`src/rtl/p_hit_feeder.sv`:
```
// -----------------------------------------------------------------------------
// p_hit_feeder
//
// Write-side front end for the p_hit stage. Each record popped from the
// upstream first-word-fall-through FIFO is held in a register stage and
// written once into each of four downstream FIFOs. Every branch honours its
// own full flag. The next record is popped only in the cycle where the last
// outstanding branch accepts the current one, so the four downstream FIFOs
// always hold the same sequence of records. With no back-pressure the block
// moves one record per clock.
//
// Parameters
//   DATA_WIDTH    width of each signed vector component
//   CNT_WIDTH     width of the issued-record counter
//
// Ports
//   clock                  rising-edge clock
//   reset                  asynchronous, active-high reset
//   in_tri_normal_1[2:0]   upstream record: normal row 0 [x,y,z]
//   in_tri_normal_2[2:0]   upstream record: normal row 1
//   in_v0[2:0]             upstream record: triangle vertex 0
//   in_origin[2:0]         upstream record: ray origin
//   in_dir[2:0]            upstream record: ray direction
//   in_empty               upstream FIFO empty (data valid when low)
//   in_rd_en               upstream pop, consumed on this rising edge
//   out_*[2:0]             held record, fanned out to all four branches
//   out_full[3:0]          per-branch full:
//                            0 = p_hit_1 port 0, 1 = p_hit_1 port 1,
//                            2 = dir FIFO,       3 = origin FIFO
//   out_wr_en[3:0]         per-branch write enable
//   busy                   a record is held with at least one branch pending
//   issued_count           records fully delivered since reset (wraps)
// -----------------------------------------------------------------------------
module p_hit_feeder #(
  parameter int DATA_WIDTH = 32,
  parameter int CNT_WIDTH  = 16
) (
  input  logic                         clock,
  input  logic                         reset,

  input  logic signed [DATA_WIDTH-1:0] in_tri_normal_1 [2:0],
  input  logic signed [DATA_WIDTH-1:0] in_tri_normal_2 [2:0],
  input  logic signed [DATA_WIDTH-1:0] in_v0           [2:0],
  input  logic signed [DATA_WIDTH-1:0] in_origin       [2:0],
  input  logic signed [DATA_WIDTH-1:0] in_dir          [2:0],
  input  logic                         in_empty,
  output logic                         in_rd_en,

  output logic signed [DATA_WIDTH-1:0] out_tri_normal_1 [2:0],
  output logic signed [DATA_WIDTH-1:0] out_tri_normal_2 [2:0],
  output logic signed [DATA_WIDTH-1:0] out_v0           [2:0],
  output logic signed [DATA_WIDTH-1:0] out_origin       [2:0],
  output logic signed [DATA_WIDTH-1:0] out_dir          [2:0],
  input  logic [3:0]                   out_full,
  output logic [3:0]                   out_wr_en,

  output logic                         busy,
  output logic [CNT_WIDTH-1:0]         issued_count
);

  // ---------------------------------------------------------------------------
  // Branch bookkeeping
  // ---------------------------------------------------------------------------
  // pending_reg[i] is set while branch i still owes a write of the held record.
  logic [3:0]           pending_reg;
  logic [3:0]           pending_next;
  logic                 last;
  logic                 load;
  logic [CNT_WIDTH-1:0] issued_count_reg;

  always_comb begin
    out_wr_en = pending_reg & ~out_full;
    // True when no pending branch is blocked: either everything outstanding
    // is written this cycle, or nothing is outstanding at all.
    last      = ((pending_reg & out_full) == 4'b0000);
    load      = ~in_empty & last;
    // A fresh load re-arms all four branches and takes precedence over the
    // per-branch clears; this is what allows back-to-back records.
    if (load) begin
      pending_next = 4'b1111;
    end else begin
      pending_next = pending_reg & ~out_wr_en;
    end
  end

  always_ff @(posedge clock or posedge reset) begin
    if (reset) begin
      pending_reg <= 4'b0000;
    end else begin
      pending_reg <= pending_next;
    end
  end

  // A record counts as delivered on the edge where its final branch accepts.
  always_ff @(posedge clock or posedge reset) begin
    if (reset) begin
      issued_count_reg <= '0;
    end else if ((pending_reg != 4'b0000) && last) begin
      issued_count_reg <= issued_count_reg + CNT_WIDTH'(1);
    end
  end

  assign in_rd_en     = load;
  assign busy         = |pending_reg;
  assign issued_count = issued_count_reg;

  // ---------------------------------------------------------------------------
  // Record hold stage, one slice per vector component
  // ---------------------------------------------------------------------------
  logic signed [DATA_WIDTH-1:0] tri_normal_1_reg [2:0];
  logic signed [DATA_WIDTH-1:0] tri_normal_2_reg [2:0];
  logic signed [DATA_WIDTH-1:0] v0_reg           [2:0];
  logic signed [DATA_WIDTH-1:0] origin_reg       [2:0];
  logic signed [DATA_WIDTH-1:0] dir_reg          [2:0];

  generate
    for (genvar gi = 0; gi < 3; gi++) begin : g_comp
      always_ff @(posedge clock or posedge reset) begin
        if (reset) begin
          tri_normal_1_reg[gi] <= '0;
          tri_normal_2_reg[gi] <= '0;
          v0_reg[gi]           <= '0;
          origin_reg[gi]       <= '0;
          dir_reg[gi]          <= '0;
        end else if (load) begin
          tri_normal_1_reg[gi] <= in_tri_normal_1[gi];
          tri_normal_2_reg[gi] <= in_tri_normal_2[gi];
          v0_reg[gi]           <= in_v0[gi];
          origin_reg[gi]       <= in_origin[gi];
          dir_reg[gi]          <= in_dir[gi];
        end
      end

      // The held record is presented continuously; each branch samples it
      // only when its own write enable is high.
      assign out_tri_normal_1[gi] = tri_normal_1_reg[gi];
      assign out_tri_normal_2[gi] = tri_normal_2_reg[gi];
      assign out_v0[gi]           = v0_reg[gi];
      assign out_origin[gi]       = origin_reg[gi];
      assign out_dir[gi]          = dir_reg[gi];
    end
  endgenerate

endmodule
```
`config.mk`:
```
export PLATFORM = sky130hd
export DESIGN_NAME = p_hit_feeder
export DESIGN_NICKNAME = d
export VERILOG_FILES = /design/src/rtl/p_hit_feeder.sv
export SDC_FILE = /design/constraint.sdc
export NUM_CORES = 1
export LEC_CHECK = 0
export CORE_AREA = 2 2 385 387
export DETAILED_ROUTE_END_ITERATION = 8
export DIE_AREA = 0 0 387 389
export GPL_ROUTABILITY_DRIVEN = 0
export GPL_TIMING_DRIVEN = 0
export PLACE_DENSITY_LB_ADDON = 0.08
export SLEW_MARGIN = 10
export SYNTH_ARGS = -nofsm -noshare
export SYNTH_HDL_FRONTEND = slang
export SYNTH_SLANG_ARGS = --single-unit
```
`constraint.sdc`:
```
create_clock -name clock -period 23.2 [get_ports clock]
set_clock_uncertainty 0.05 [all_clocks]
set_input_delay 2.32 -clock clock [delete_from_list [all_inputs] [get_ports clock]]
set_output_delay 2.32 -clock clock [all_outputs]
set_load 0.05 [all_outputs]
```
==> impl_metrics.json, run 1 <==
{
  "status": "finished, final reports clean",
  "fillerInstances": 15400,
  "synth_top_area_share_pct": 65.4,
  "first_global_vias": 15200,
  "io_buffers": 988,
  "drtIter0Drc": 243,
  "vias_per_cell": 3.28,
  "yosysWarningCount": 0,
  "peakVddDrop_v": 0.0000682,
  "p_per_area_nw_per_um2": 166,
  "wl_per_cell_microns": 20.3,
  "synth-seq-cells": 500,
  "seq_area_sq_um": 12500,
  "syn2layout_area_growth_pct": 77.1,
  "grt_start_max_net_pins": 103,
  "crit_chain": "clkdlybuf4s50_1, a22oi_4, nand2_2, nor2_8, buf_6, buf_6, clkdlybuf4s50_1",
  "netlist-cell-type-count": 27,
  "clock_path_buffers": 3,
  "ys.flop_type": "dfrtp_1",
  "max_cap_violations": 0,
  "ctsHtreeMaxLevel": 3,
  "fmax_mhz": 138,
  "cp_num_buf_inv": 4,
  "cts_tree": "done",
  "synthMuxAreaShare_pct": 28.2,
  "post-cts-setup-buffers": 0,
  "postCtsHoldBufs": 0,
  "critPathMaxStageDelay_ps": 820,
  "dieArea_sq_um": 151000,
  "critical_path.top_delay_family": "buffers and inverters",
  "cts_made_buffers": 72,
  "ys_top_cells_by_count": "500 x dfrtp_1, 405 x mux2_1, 75 x mux2_2",
  "synth.avg_cell_area_sq_um": 17.5,
  "synth_edf_count": 0,
  "synth_most_common_cell": "dfrtp_1",
  "setup_viol": 0,
  "critPathLaunchType": "input pin",
  "detail-route-antenna-nets": 0,
  "timing_worst_setup_path_type": "in -> out",
  "async_flop_share_pct": 100,
  "start_util_pct": 13.1,
  "p_leak_nw": 13.4,
  "finalHoldViolations": 0,
  "syn_inst": 1095,
  "wirelength_microns": 84100,
  "die-width_microns": 387,
  "cp_slowest_cell": "clkdlybuf4s50_1",
  "clockRootBuffer": "clkbuf_16",
  "utilization_pct": 23.1,
  "period_share_pct": 31.3,
  "yosys.area.top_type": "dfrtp_1",
  "grt_util_all_layers_pct": 11.0,
  "cts_sinks": 500,
  "yosys.area_share.adder_pct": 0.0654,
  "hold_ws_ps": 422,
  "row_count": 141,
  "post_synth_xor_area_fraction_pct": 0.686,
  "timing.hold.worst.class": "reg -> reg",
  "nets": 2650,
  "die_h_microns": 389,
  "slew_headroom_pct": 46.2,
  "firstDrtPassIters": 6,
  "multi_input_area_sq_um": 5850,
  "cp_max_fo": 10,
  "antenna_found_initial": 28,
  "ioPinCount": 989,
  "end_kind": "output pin",
  "crit_arrival_ps": 4900,
  "core_sq_um": 147000,
  "fin_crit_ps": 7270,
  "drv_slew": 0,
  "cp.required_ps": 20830,
  "synth_area_sq_um": 19100,
  "tns_ps": 0,
  "rsz0062_at_grt": "false",
  "synth_fp_nets": 1583,
  "cts_resized": 0,
  "vias": 13600,
  "synth.area.top_cells": "dfrtp_1 65%, mux2_1 24%, mux2_2 4.4%, buf_8 3.2%, xor2_1 0.46%",
  "ys_seq_area_share_pct": 65.4,
  "drive_gt1_share_pct": 11.0,
  "grt_overflow": 0,
  "drc": 0,
  "cts.clk_slew.worst_paths_ps": 50,
  "synth-simple-area-share_pct": 1.22,
  "synth_compound_area_share_pct": 0.379,
  "dpl.hpwl_microns": 66700,
  "grt_pass1_wl_microns": 119000,
  "synth_top_family_by_area": "multiplexers",
  "clock_latency_ps": 650,
  "worstMarginPinSlew_ps": 806
}
where the power goes:
part	internal [mW]	leakage [nW]	switching, mW
Combinational	1.04	6.45	2.00
Clock	0.657	1.13	0.436
Sequential	1.28	5.86	0.202
Total	2.97	13.4	2.64
routing by layer:
layer	track usage, %	vias to the layer above	wire (microns)
met5	0	-	191
met4	3.58	36	2490
met1	11.0	6756	29300
met2	19.5	635	42700
met3	5.99	147	9440
li1	-	6021	-
per-stage QoR:
step / worst slack (ps) / cells / area (sq um) / power (mW)
4_1_cts: 15810 / 4139 / 33900 / 5.73
6_report: 15930 / 4143 / 33900 / 5.61
5_1_grt: 15780 / 4141 / 33900 / 5.88
2_1_floorplan: 6870 / 1095 / 19100 / 3.35
3_5_place_dp: 15830 / 4018 / 31600 / 4.58
3_3_place_gp: -1810 / 4013 / 31400 / 4.58
final cells by class:
class                   count  share of cell area (%)
flip-flops and latches    500                    36.9
repair buffers            993                    29.6
multi-input cells         540                    17.3
well taps                1930                    7.12
clock buffers             105                    6.16
plain buffers              53                    2.26
clock inverters            16                   0.631
inverters                   2                  0.0443
diodes                      4                  0.0295
placed cells by master (no fill, tap or decap), drive strengths merged, types with 4 or more instances in the layout:
cell type / n
nand2: 10
xnor2: 5
a21o: 4
nor3: 4
dfrtp: 500
xor2: 10
buf: 58
clkinv: 9
mux2: 480
clkdlybuf4s50: 988
nor2b: 4
diode: 4
nand3: 4
clkbuf: 105
inv: 5
kinds of logic after synthesis:
family / Yosys count
fa+ha+maj: 1
mux: 480
xor+xnor: 15
buf+inv: 55
simple gates: 38
flops: 500
compound gates: 6
path summary, 6_finish.rpt:
kind / start / end / slack (ps) / depth (start not counted)
worst max-delay path: out_full[0] / in_rd_en / 15930 / 7
max in group asynchronous: reset / out_origin[68] / 19010 / 5
worst max register to register: pending_reg[0] / out_tri_normal_1[54] / 20900 / 6
worst min-delay path: issued_count[15] / issued_count[15] / 420 / 1
worst min register to register: issued_count[15] / issued_count[15] / 420 / 1
min in group asynchronous: reset / out_v0[40] / 2180 / 2
Note: power is estimated with default switching activity, not from simulation.
==> run 2: changes to the inputs <==
Clock period 23.2 ns to 6.6 ns, I/O delays scaled along.
==> impl_metrics.json, run 2 (synthesized netlist as in run 1, its figures left out) <==
{
  "status": "finished, final reports clean",
  "post-place-ws_ps": 2670,
  "clockRootBuffer": "clkbuf_16",
  "p_total_mw": 19.8,
  "die_h_microns": 389,
  "ioPinCount": 989,
  "syn2layout_area_growth_pct": 78.9,
  "core_sq_um": 147000,
  "crit_arrival_ps": 3100,
  "fmax_mhz": 263,
  "grt_overflow": 0,
  "placed_cells": 4031,
  "clock_path_buffers": 3,
  "r2r_slack_ps": 4440,
  "dpl.hpwl_microns": 71100,
  "cts_made_buffers": 73,
  "dieArea_sq_um": 151000,
  "nets": 2664,
  "p_leak_nw": 13.6,
  "cts_tree": "done",
  "grt_start_max_net_pins": 37,
  "p_per_area_nw_per_um2": 579,
  "worstMarginPinSlew_ps": 750,
  "die-width_microns": 387,
  "first_global_vias": 15300,
  "drv_slew": 0,
  "reg2regPathDepth": 6,
  "setup_viol": 0,
  "postCtsHoldBufs": 0,
  "drive_gt1_share_pct": 11.5,
  "final_area_sq_um": 34200,
  "final_cell_mix": "988 x clkdlybuf4s50_1, 500 x dfrtp_1, 405 x mux2_1, 77 x clkbuf_16, 75 x mux2_2",
  "hold_ws_ps": 375,
  "ctsHtreeMaxLevel": 3,
  "detail-route-antenna-nets": 0,
  "timing_worst_setup_path_type": "in -> out",
  "crit_end": "in_rd_en",
  "drtIter0Drc": 258,
  "max_cap_violations": 0,
  "end_kind": "output pin",
  "peakVddDrop_v": 0.000223,
  "reg2reg_to": "out_v0[77]",
  "start_util_pct": 13.1,
  "rsz0062_at_grt": "false",
  "firstDrtPassIters": 4,
  "layout_commonest_cell": "clkdlybuf4s50_1",
  "io_buffers": 988,
  "critical_path.startpoint": "out_full[1]",
  "grt_pass1_wl_microns": 122000,
  "final_cells": 4174,
  "post-cts-setup-buffers": 0,
  "drc": 0,
  "finalHoldViolations": 0,
  "cts_sinks": 500,
  "wirelength_microns": 87100,
  "cp.required_ps": 5890,
  "wl_per_cell_microns": 20.9,
  "critPathLaunchType": "input pin",
  "cp_max_fo": 10,
  "place_area_sq_um": 31800,
  "timing.hold.worst.class": "in -> async",
  "cts_resized": 0,
  "vias_per_cell": 3.30,
  "fin_crit_ps": 3810,
  "period_share_pct": 57.7,
  "clock_latency_ps": 630,
  "vias": 13800,
  "row_count": 141,
  "grt_util_all_layers_pct": 11.4,
  "cts.clk_slew.worst_paths_ps": 50,
  "antenna_found_initial": 37,
  "slew_headroom_pct": 49.9,
  "rr_startpoint": "pending_reg[1]",
  "fin_ws_ps": 2790
}
## run 2: changes by cell type in the layout (fill, tap and decap cells not counted), moves of 3 or more
cell and change:
diode_2 +10, clkbuf_16 +3, clkinv_8 -3, clkbuf_1 +6, clkbuf_8 +4, buf_12 +14
## run 2: worst min-delay path by stage
stage                     startpoint          endpoint  slack [ps]  cells after the start
floorplan             pending_reg[0]    pending_reg[0]         500                      1
global placement    issued_count[15]  issued_count[15]         410                      1
detailed placement  issued_count[15]  issued_count[15]         420                      1
CTS                            reset    out_origin[69]         290                      2
global route                   reset    out_origin[69]         330                      2
finish                         reset    out_origin[69]         380                      2
## run 2: worst max-delay path: stages
cell and delay (ps):
clkdlybuf4s50_1 500, a22oi_4 250, nand2_2 120, nor2_8 320
buf_6 240, buf_6 180, clkdlybuf4s50_1 820
## run 2: per-stage QoR
step / utilization (%) / setup TNS [ps]
finish: 23.4 / 0
global route: 23.3 / 0
CTS: 23.3 / 0
detailed placement: 21.7 / 0
global placement: 21.5 / -2686570
floorplan: - / -447240
## run 2: final cells by class
type,instances,area [sq um]
inverter,2,11.3
timing repair buffer,1006,10300
fill,15400,112000
sequential,500,12500
antenna,14,35.0
multi-input combinational,540,5850
tap,1930,2410
buffer,53,766
clock buffer,118,2240
clock inverter,11,120
## run 2: power by group
part           switching (mW)  internal [mW]
registers               0.720           4.49
clock network            1.50           2.39
logic                    7.08           3.66
## run 2: per-layer routing
metal	part of all wire (%)	track usage [%]	up-vias
met3	12	6.66	149
li1	-	-	6081
met1	33	11.0	6842
met2	52	20.4	649
met4	2.7	3.66	40
met5	0.29	0	-
